$ cat config.mk
export PLATFORM = sky130hd
export DESIGN_NAME = rv_muldiv_iter
export DESIGN_NICKNAME = d
export VERILOG_FILES = /design/src/rtl/rv_muldiv_pkg.sv /design/src/rtl/rv_muldiv_iter.sv
export SDC_FILE = /design/constraint.sdc
export NUM_CORES = 2
export LEC_CHECK = 0
export ABC_AREA = 0
export CORE_UTILIZATION = 40
export DETAILED_ROUTE_END_ITERATION = 8
export GPL_TIMING_DRIVEN = 0
export PLACE_DENSITY = 0.59
export SYNTH_ARGS = -nofsm -noshare
export SYNTH_HDL_FRONTEND = slang
export SYNTH_SLANG_ARGS = --single-unit
$ cat constraint.sdc
create_clock -name clk -period 14.95 [get_ports clk]
set_input_delay 2.2425 -clock clk [delete_from_list [all_inputs] [get_ports clk]]
set_output_delay 2.2425 -clock clk [all_outputs]
set_load 0.02 [all_outputs]
$ cat src/rtl/rv_muldiv_pkg.sv
// Shared encodings for the iterative RISC-V M-extension multiply/divide unit.
// Holds the func3 opcodes, the FSM state encoding and the XLEN legality check.
package rv_muldiv_pkg;

    typedef enum logic [2:0] {
        OP_MUL    = 3'b000,
        OP_MULH   = 3'b001,
        OP_MULHSU = 3'b010,
        OP_MULHU  = 3'b011,
        OP_DIV    = 3'b100,
        OP_DIVU   = 3'b101,
        OP_REM    = 3'b110,
        OP_REMU   = 3'b111
    } op_e;

    typedef enum logic [1:0] {
        S_IDLE = 2'd0,
        S_CALC = 2'd1,
        S_DONE = 2'd2
    } state_e;

    function automatic bit xlen_legal(input int xlen);
        return (xlen == 32) || (xlen == 64);
    endfunction

endpackage

$ cat src/rtl/rv_muldiv_iter.sv
// Iterative RISC-V multiply/divide unit: one shared shift/add-subtract datapath
// operating on unsigned magnitudes, with a fast path for trivially known results.
module rv_muldiv_iter
    import rv_muldiv_pkg::*;
#(
    parameter int XLEN         = 64,
    parameter int BITS_PER_CYC = 1
) (
    input  logic            clk,
    input  logic            rst,
    input  logic            flush,
    input  logic            req_valid,
    output logic            req_ready,
    input  logic [2:0]      req_op,
    input  logic            req_word,
    input  logic [XLEN-1:0] req_op1,
    input  logic [XLEN-1:0] req_op2,
    output logic            resp_valid,
    input  logic            resp_ready,
    output logic [XLEN-1:0] resp_data
);

    localparam int CNT_W  = $clog2(XLEN / BITS_PER_CYC) + 1;
    localparam int N_FULL = XLEN / BITS_PER_CYC;
    localparam int N_WORD = 32 / BITS_PER_CYC;

    if (!xlen_legal(XLEN) || ((32 % BITS_PER_CYC) != 0)) begin : g_bad_param
        $error("rv_muldiv_iter: illegal XLEN or BITS_PER_CYC");
    end

    function automatic logic [XLEN-1:0] sext32(input logic [31:0] v);
        return XLEN'($signed(v));
    endfunction

    state_e            state_r, state_n, state_step_s;
    op_e               op_r;
    logic              word_r, neg_r;
    logic [XLEN-1:0]   a_r, hi_r, lo_r;
    logic [CNT_W-1:0]  cnt_r;

    logic              word_s, neg1_s, neg2_s, neg_in_s, fast_s;
    logic              div0_s, ovf_s, wmulh_s;
    logic [XLEN-1:0]   mask_s, min_s, op1w_s, op2w_s, mag1_s, mag2_s;
    logic [XLEN-1:0]   a_in_s, lo_in_s, fast_val_s, fast_res_s;
    logic [XLEN-1:0]   hi_s, lo_s, res_s, val_s;
    logic [XLEN+1:0]   x_s, y_s, add_s;
    logic [2*XLEN-1:0] prod_s;
    logic              q_s;

    // Request decode: operand masking, magnitudes, sign of result and fast-path detection.
    always_comb begin
        word_s  = (XLEN == 64) ? req_word : 1'b0;
        mask_s  = word_s ? XLEN'(32'hFFFF_FFFF) : {XLEN{1'b1}};
        min_s   = word_s ? XLEN'(32'h8000_0000) : {1'b1, {(XLEN-1){1'b0}}};
        op1w_s  = req_op1 & mask_s;
        op2w_s  = req_op2 & mask_s;
        neg1_s  = ((req_op == OP_MULH) || (req_op == OP_MULHSU) || (req_op == OP_DIV) ||
                   (req_op == OP_REM)) && (word_s ? req_op1[31] : req_op1[XLEN-1]);
        neg2_s  = ((req_op == OP_MULH) || (req_op == OP_DIV) || (req_op == OP_REM)) &&
                  (word_s ? req_op2[31] : req_op2[XLEN-1]);
        mag1_s  = neg1_s ? ((~op1w_s + XLEN'(1)) & mask_s) : op1w_s;
        mag2_s  = neg2_s ? ((~op2w_s + XLEN'(1)) & mask_s) : op2w_s;
        neg_in_s = (req_op[2] && req_op[1]) ? neg1_s : (neg1_s ^ neg2_s);
        a_in_s  = req_op[2] ? mag2_s : mag1_s;
        // Dividend bits are consumed MSB-first, so word dividends are pre-aligned to the top.
        lo_in_s = req_op[2] ? (word_s ? (mag1_s << (XLEN - 32)) : mag1_s) : mag2_s;

        div0_s  = req_op[2] && (op2w_s == '0);
        ovf_s   = ((req_op == OP_DIV) || (req_op == OP_REM)) &&
                  (op1w_s == min_s) && (op2w_s == mask_s);
        wmulh_s = word_s && !req_op[2] && (req_op[1:0] != 2'b00);
        fast_s  = div0_s || ovf_s || wmulh_s;
        if (wmulh_s) begin
            fast_val_s = '0;
        end else if (div0_s) begin
            fast_val_s = req_op[1] ? op1w_s : mask_s;
        end else if (ovf_s) begin
            fast_val_s = req_op[1] ? '0 : op1w_s;
        end else begin
            fast_val_s = '0;
        end
        fast_res_s = word_s ? sext32(fast_val_s[31:0]) : fast_val_s;
    end

    // Shared iteration: shift-add for multiply, restoring shift-subtract for divide.
    always_comb begin
        hi_s  = hi_r;
        lo_s  = lo_r;
        x_s   = '0;
        y_s   = '0;
        add_s = '0;
        q_s   = 1'b0;
        for (int i = 0; i < BITS_PER_CYC; i++) begin
            if (op_r[2]) begin
                x_s = {1'b0, hi_s, lo_s[XLEN-1]};
                y_s = ~{2'b00, a_r};
            end else begin
                x_s = {2'b00, hi_s};
                y_s = lo_s[0] ? {2'b00, a_r} : '0;
            end
            add_s = x_s + y_s + {{(XLEN+1){1'b0}}, op_r[2]};
            if (op_r[2]) begin
                q_s  = ~add_s[XLEN+1];
                hi_s = q_s ? add_s[XLEN-1:0] : x_s[XLEN-1:0];
                lo_s = {lo_s[XLEN-2:0], q_s};
            end else begin
                q_s  = 1'b0;
                hi_s = add_s[XLEN:1];
                lo_s = {add_s[0], lo_s[XLEN-1:1]};
            end
        end
    end

    // Final result selection and sign correction from the last iteration's outputs.
    always_comb begin
        prod_s = neg_r ? (~{hi_s, lo_s} + (2*XLEN)'(1)) : {hi_s, lo_s};
        case (op_r)
            OP_MUL:                        val_s = word_s_r_low();
            OP_MULH, OP_MULHSU, OP_MULHU:  val_s = prod_s[2*XLEN-1:XLEN];
            OP_DIV, OP_DIVU:               val_s = neg_r ? (~(lo_s & (word_r ? XLEN'(32'hFFFF_FFFF) : {XLEN{1'b1}})) + XLEN'(1))
                                                         : (lo_s & (word_r ? XLEN'(32'hFFFF_FFFF) : {XLEN{1'b1}}));
            OP_REM, OP_REMU:               val_s = neg_r ? (~hi_s + XLEN'(1)) : hi_s;
            default:                       val_s = '0;
        endcase
        res_s = word_r ? sext32(val_s[31:0]) : val_s;
    end

    // Word products land in the upper half of lo; full-width products fill lo.
    function automatic logic [XLEN-1:0] word_s_r_low();
        return word_r ? XLEN'(lo_s[XLEN-1 -: 32]) : prod_s[XLEN-1:0];
    endfunction

    // Next-state logic; flush wins over every other condition.
    always_comb begin
        state_step_s = state_r;
        case (state_r)
            S_IDLE: begin
                if (req_valid && req_ready) begin
                    state_step_s = fast_s ? S_DONE : S_CALC;
                end else begin
                    state_step_s = S_IDLE;
                end
            end
            S_CALC:  state_step_s = (cnt_r == CNT_W'(1)) ? S_DONE : S_CALC;
            S_DONE:  state_step_s = resp_ready ? S_IDLE : S_DONE;
            default: state_step_s = S_IDLE;
        endcase
        state_n   = flush ? S_IDLE : state_step_s;
        req_ready = (state_r == S_IDLE) && !flush && !rst;
    end

    // State, datapath and registered response.
    always_ff @(posedge clk) begin
        if (rst) begin
            state_r    <= S_IDLE;
            op_r       <= OP_MUL;
            word_r     <= 1'b0;
            neg_r      <= 1'b0;
            a_r        <= '0;
            hi_r       <= '0;
            lo_r       <= '0;
            cnt_r      <= '0;
            resp_valid <= 1'b0;
            resp_data  <= '0;
        end else begin
            state_r <= state_n;
            case (state_r)
                S_IDLE: begin
                    if (req_valid && req_ready) begin
                        op_r       <= op_e'(req_op);
                        word_r     <= word_s;
                        neg_r      <= neg_in_s;
                        a_r        <= a_in_s;
                        hi_r       <= '0;
                        lo_r       <= lo_in_s;
                        cnt_r      <= word_s ? CNT_W'(N_WORD) : CNT_W'(N_FULL);
                        resp_valid <= fast_s;
                        resp_data  <= fast_s ? fast_res_s : '0;
                    end
                end
                S_CALC: begin
                    hi_r  <= hi_s;
                    lo_r  <= lo_s;
                    cnt_r <= cnt_r - CNT_W'(1);
                    if (cnt_r == CNT_W'(1)) begin
                        resp_valid <= 1'b1;
                        resp_data  <= res_s;
                    end
                end
                S_DONE: begin
                    if (resp_ready) begin
                        resp_valid <= 1'b0;
                        resp_data  <= '0;
                    end
                end
                default: begin
                    resp_valid <= 1'b0;
                    resp_data  <= '0;
                end
            endcase
            if (flush) begin
                resp_valid <= 1'b0;
                resp_data  <= '0;
            end
        end
    end

endmodule

======== After elaboration in Yosys (flattened, before gate mapping) ========
Cells that the tools add are included.
word-level totals
  output and inout port bits .............. 66
  latch bits .............................. 0
  logic and storage cells ................. 134
  memories kept ........................... 0
  RAM bits ................................ 0
  ROM bits ................................ 0
  register bits after elaboration ......... 271
  input port bits ......................... 137
operators by class
  $mul .................................... 0
  order comparisons ....................... 0
  bitwise gates (word level) .............. 13
  muxes and demuxes ....................... 50
  add/subtract/negate cells ............... 8
  reduce and logical (&&, ||, !) cells .... 34
  eq/ne operators ......................... 19
  shifts and indexed selects .............. 0
  divide/modulo/power cells ............... 0
operators with widths
  kind                                                               count
  64-bit two-way mux                                                 28
  64-bit bitwise AND                                                 5
  64-bit by 1-bit adder with 64-bit output, second input constant    4
  64-bit inverter                                                    4
  64-bit one-hot mux with 2 select lines                             2
  64-bit one-hot mux with 4 select lines                             1
  64-bit one-hot mux with 3 select lines                             1
  128-bit by 1-bit adder with 128-bit output, second input constant  1
  64-bit == test                                                     2
  128-bit two-way mux                                                1
  128-bit inverter                                                   1
  66-bit by 1-bit adder with 66-bit output                           1
  66-bit adder                                                       1
  66-bit two-way mux                                                 1
  64-bit inverter with 66-bit output                                 1
  65-bit two-way mux                                                 1
  64-bit logical NOT                                                 1
  3-bit == test, second input constant                               6
  7-bit two-way mux                                                  2
  7-bit one-hot mux with 2 select lines                              1
  1-bit logical AND                                                  11
  3-bit by 2-bit == test with 1-bit output, second input constant    3
  1-bit logical OR                                                   8
  2-bit two-way mux                                                  4
  other kinds (20)                                                   33

======== Longest topological paths before layout ========
  depth after elaboration ................. 14
  gate-level depth with buffers ........... 43
  mapped depth without buffers ............ 28

======== Worst setup path before layout ========
No wires, ideal clock.
  path kind ............................... register to register
  start ................................... reg op_r[2]
  end ..................................... reg resp_data[32]
  slack ................................... 6,123 ps
  path buffers ............................ 16
  data arrival time ....................... 8,691 ps
  clock period less this slack ............ 8,827 ps
  required time ........................... 14,814 ps
  stages on the path, launching flop included .. 40
  setup time .............................. 136 ps
  path through ............................ dfxtp_1 -> buf_2 -> buf_2 -> buf_2 -> buf_2 -> buf_2 -> buf_2 -> buf_2 -> buf_2 -> buf_2 -> buf_2 -> buf_1 -> buf_2 -> clkbuf_1 -> buf_2 -> mux2_2 -> ha_1 -> buf_2 -> (+4 left out) -> o21a_2 -> nor2_1 -> buf_4 -> nand2_1 -> inv_1 -> ha_1 -> nand2_1 -> nor4_2 -> nand3_1 -> nand2b_1 -> or2_2 -> or3_1 -> nand2_1 -> nor2_1 -> o311ai_0 -> a21oi_1 -> o311ai_0 -> a211oi_1
between the ends
  word-level cells in the longest chain between the ends .. 13
  elaborated cells between the ends (all ways) .. 34
  those cells by class .................... 5 x add/sub; 7 x eq/ne; 13 x mux; 5 x bitwise; 4 x reduce/logical
RTL lines
  element                                                                                 RTL line                                                             text
  start, declared                                                                         rv_muldiv_iter.sv:36                                                 op_e op_r;
  start signal, assigned                                                                  rv_muldiv_iter.sv:170                                                op_r <= op_e'(req_op);
  65-bit two-way mux / 66-bit two-way mux (equally long branches)                         rv_muldiv_iter.sv:94                                                 if (op_r[2]) begin
  66-bit adder                                                                            rv_muldiv_iter.sv:101                                                add_s = x_s + y_s + {{(XLEN+1){1'b0}}, op_r[2]};
  66-bit by 1-bit adder with 66-bit output                                                rv_muldiv_iter.sv:101
  1-bit inverter                                                                          rv_muldiv_iter.sv:103                                                q_s = ~add_s[XLEN+1];
  64-bit two-way mux                                                                      rv_muldiv_iter.sv:102                                                if (op_r[2]) begin
  128-bit inverter / 64-bit bitwise AND (equally long branches)                           rv_muldiv_iter.sv:116, rv_muldiv_iter.sv:120, rv_muldiv_iter.sv:121
  128-bit by 1-bit adder with 128-bit output / 64-bit inverter (equally long branches)    rv_muldiv_iter.sv:116, rv_muldiv_iter.sv:120
  128-bit two-way mux / 64-bit by 1-bit adder with 64-bit output (equally long branches)  rv_muldiv_iter.sv:116, rv_muldiv_iter.sv:120
  64-bit two-way mux, on equally long branches                                            rv_muldiv_iter.sv:130, rv_muldiv_iter.sv:120
  64-bit one-hot mux with 4 select lines *                                                rv_muldiv_iter.sv:117                                                case (op_r)
  64-bit two-way mux *                                                                    rv_muldiv_iter.sv:125                                                res_s = word_r ? sext32(val_s[31:0]) : val_s;
  64-bit two-way mux *                                                                    rv_muldiv_iter.sv:185                                                if (cnt_r == CNT_W'(1)) begin
  64-bit one-hot mux with 3 select lines *                                                rv_muldiv_iter.sv:167                                                case (state_r)
  end signal, assigned                                                                    rv_muldiv_iter.sv:178                                                resp_data <= fast_s ? fast_res_s : '0;
  end signal, assigned                                                                    rv_muldiv_iter.sv:187                                                resp_data <= res_s;
  end, declared                                                                           rv_muldiv_iter.sv:20                                                 output logic [XLEN-1:0] resp_data
Every way passes the cells marked *; elsewhere a longest branch is shown, timed or not. The select of a mux whose other input is x is not followed.
A chain may end at the register's enable or synchronous reset.

======== Worst setup path after layout ========
  start ................................... reg op_r[2]
  end ..................................... reg resp_data[60]
The elaborated chain is that of the path after synthesis.

==> impl_metrics.toml <==
[clock_network]
numCtsBuffers = 36
clk_pin_slew_ns = 0.06
cts_sinks = 271
cts.path.max_buffers = 3
clk_latency_ns = 0.61
post_cts_buffers = 0
cts-root-buf = "clkbuf_16"
cts_tree = "done"
cts_max_level = 2

[critical_path]
cp-start-kind = "register"
path_class = "register to register"
path_max_fanout = 10
cp_slowest_cell = "o31ai_1"
cpMostUsedCell = "buf_2"
worstPathRequired_ns = 15.36
slowest_delay_ns = 1.26
crit_arrival_ns = 15.76
end_kind = "register"

[routing]
wirelength_um = 208000
vias = 40144
drcViolationCount = 0
wire_per_inst_um = 36.7
ant_nets = 0
routed_via_density = 7.08
drt_iter0_markers = 6870
firstDrtPassIters = 7

[timing]
rsz0062_at_grt = "false"
max_slew_margin_pct = -5.67
worstMarginPinSlew_ns = 1.54
timing.final.ws_setup_ns = -0.398
final.min_clock_period_ns = 15.35
setup_viol = 13
finalHoldViolCount = 0
fmax_ghz = 0.0652
slew_violations = 23
finalCritPeriodShare_pct = 103
finClkSkew_ns = 0.0278

[logic_synthesis]
synth-edff-count = 0
ys_top_cells_by_area = "dfxtp_1 (18%), nor2_1 (7.7%), a21oi_1 (7.4%)"
ys_warn_count = 0
post-synth-top-area-cell = "dfxtp_1"
synth_nets = 4647
synth_top_area_share_pct = 18.2
synth_seq_area_share_pct = 18.2
netlist_area_um2 = 29900
synth_cell_type_count = 108
yosys_most_used_dff = "dfxtp_1"
synth-async-reset-ratio_pct = 0
postSynthCellCount = 4437
avgSynthCellArea_um2 = 6.73
synth_seq_cells = 271

[power_and_ir_drop]
vdd_drop_max_mv = 0.0679
seqPwrFrac_pct = 29.3
combPwrFrac_pct = 36.5
switchingPower_w = 0.00112
internal-power_w = 0.00149
clockPowerShare_pct = 34.2
p_leak_nw = 12.1
switching_share_pct = 42.9
p_per_area_nw_per_um2 = 76.1

[place]
place_hpwl_um = 168000
pre_cts_slack_ns = 0.0204
numPortBuffers = 199
dpl-instance-area_um2 = 33100
place.gp.congestion = 1.17

[cells_and_area]
drive_gt1_share_pct = 6.44
final_area_um2 = 34300
fill_cells = 7943
final_nets = 4888
layout_common_cells = "nor2_1 (613), nand2_1 (492), a21oi_1 (443)"
area_delta_synth_final_pct = 14.9
final_common_cell = "nor2_1"

[floorplanning]
start_util_pct = 40.6
dieWidth_um = 275
die_height_um = 275
num_rows = 99
core_region_area_um2 = 73500
design.die.area_um2 = 75700
io_pins = 203

[global_route]
grt-ovfl-total = 0
gr-usage-all-layers_pct = 52.9
grt_max_degree = 13
grt_pass1_wl_um = 281000
antenna_found_initial = 12
first_global_vias = 35967

[run_status]
violations = "max-capacitance violations, max-slew violations, negative setup slack"
status = "finished, violations left"

[worst_hold_path]
hold_class = "register to register"

[job]
max_cap_viol_count = 6
path summary, 6_finish.rpt:
kind,from,end,slack (ns),cells past startpoint
hold / removal,resp_data[27],resp_data[27],0.46,1
setup reg to reg,op_r[2],resp_data[60],-0.40,41
hold reg to reg,resp_data[27],resp_data[27],0.46,1
setup / recovery,op_r[2],resp_data[60],-0.40,41
registers in the layout, indices dropped and copies added, names as in the netlist, 2 cells and up:
signal	flops
op_r	3
state_r	2
resp_data	64
a_r	64
lo_r	64
cnt_r	7
hi_r	64
cells by family after synthesis:
| logic type | count (synthesis) | synth area share, % |
|---|---|---|
| AOI/OAI and AO/OA | 1524 | 32.5 |
| xor gates and xnor gates | 261 | 7.66 |
| adders and majority gates | 73 | 3.11 |
| buffers and inverters | 399 | 5.52 |
| DFF | 271 | 18.2 |
| muxes | 153 | 5.47 |
| and+or+nand+nor | 1756 | 27.6 |
cell usage after synthesis, types with 71 or more instances:
master	instances
ha_1	71
nor2_1	613
mux2_2	78
xor2_1	91
nor3_1	166
dfxtp_1	271
clkbuf_1	211
xnor2_1	170
a21oi_1	443
inv_1	74
o21ai_0	374
nand2_1	492
nand3_1	94
mux2i_1	74
metrics by stage:
stage / hold slack [ns] / TNS, ns / utilization (%) / total power, W / cells
2_1_floorplan: 0.442 / 0 / - / 0.00124 / 4437
6_report: 0.458 / -2.29 / 46.7 / 0.00261 / 5669
4_1_cts: 0.456 / 0 / 46.6 / 0.00251 / 5662
5_1_grt: 0.472 / 0 / 46.7 / 0.00262 / 5665
3_5_place_dp: 0.441 / 0 / 45.0 / 0.00165 / 5598
3_3_place_gp: 0.441 / -0.339 / 45.0 / 0.00165 / 5595
layer usage:
metal	vias to the layer above	part of all wire (%)	track usage [%]
li1	16894	-	-
met1	18918	37	64.0
met2	3426	39	74.8
met3	890	15	20.7
met4	16	9.2	40.0
met5	-	0.24	1.07
critical path, delay by kind of cell (launching register included):
kind / cells / cell delay [ns]
adder cells (fa/ha/maj): 2 / 0.77
AO/OA/AOI/OAI: 7 / 3.08
flip-flops: 1 / 0.46
AND/OR/NAND/NOR: 15 / 4.07
buffers and inverters: 17 / 6.70
cell type report:
| type | count | area [um^2] | area share, % |
|---|---|---|---|
| multi-input combinational | 3767 | 22800 | 66.6 |
| sequential | 271 | 5430 | 15.8 |
| timing repair buffer | 204 | 2030 | 5.91 |
| buffer | 323 | 1360 | 3.97 |
| tap | 959 | 1200 | 3.50 |
| clock buffer | 54 | 1060 | 3.09 |
| inverter | 75 | 282 | 0.821 |
| clock inverter | 10 | 98.8 | 0.288 |
| antenna | 6 | 15.0 | 0.0438 |
power groups by stage:
stage                     logic, W  registers, W  clock network [W]
after floorplan           0.000475      0.000768                  0
after global placement    0.000873      0.000777                  0
after detailed placement  0.000871      0.000777                  0
after CTS                 0.000875      0.000762           0.000876
after global routing      0.000948      0.000764           0.000907
final                     0.000952      0.000764           0.000893
timing repair:
| item | 4_1_cts | 5_1_grt |
|---|---|---|
| hold buffers | 0 | 0 |
| setup endpoints to repair | 0 | 17 |
| gates resized for setup | 0 | 2 |
Power figures use the tool's default switching activity.
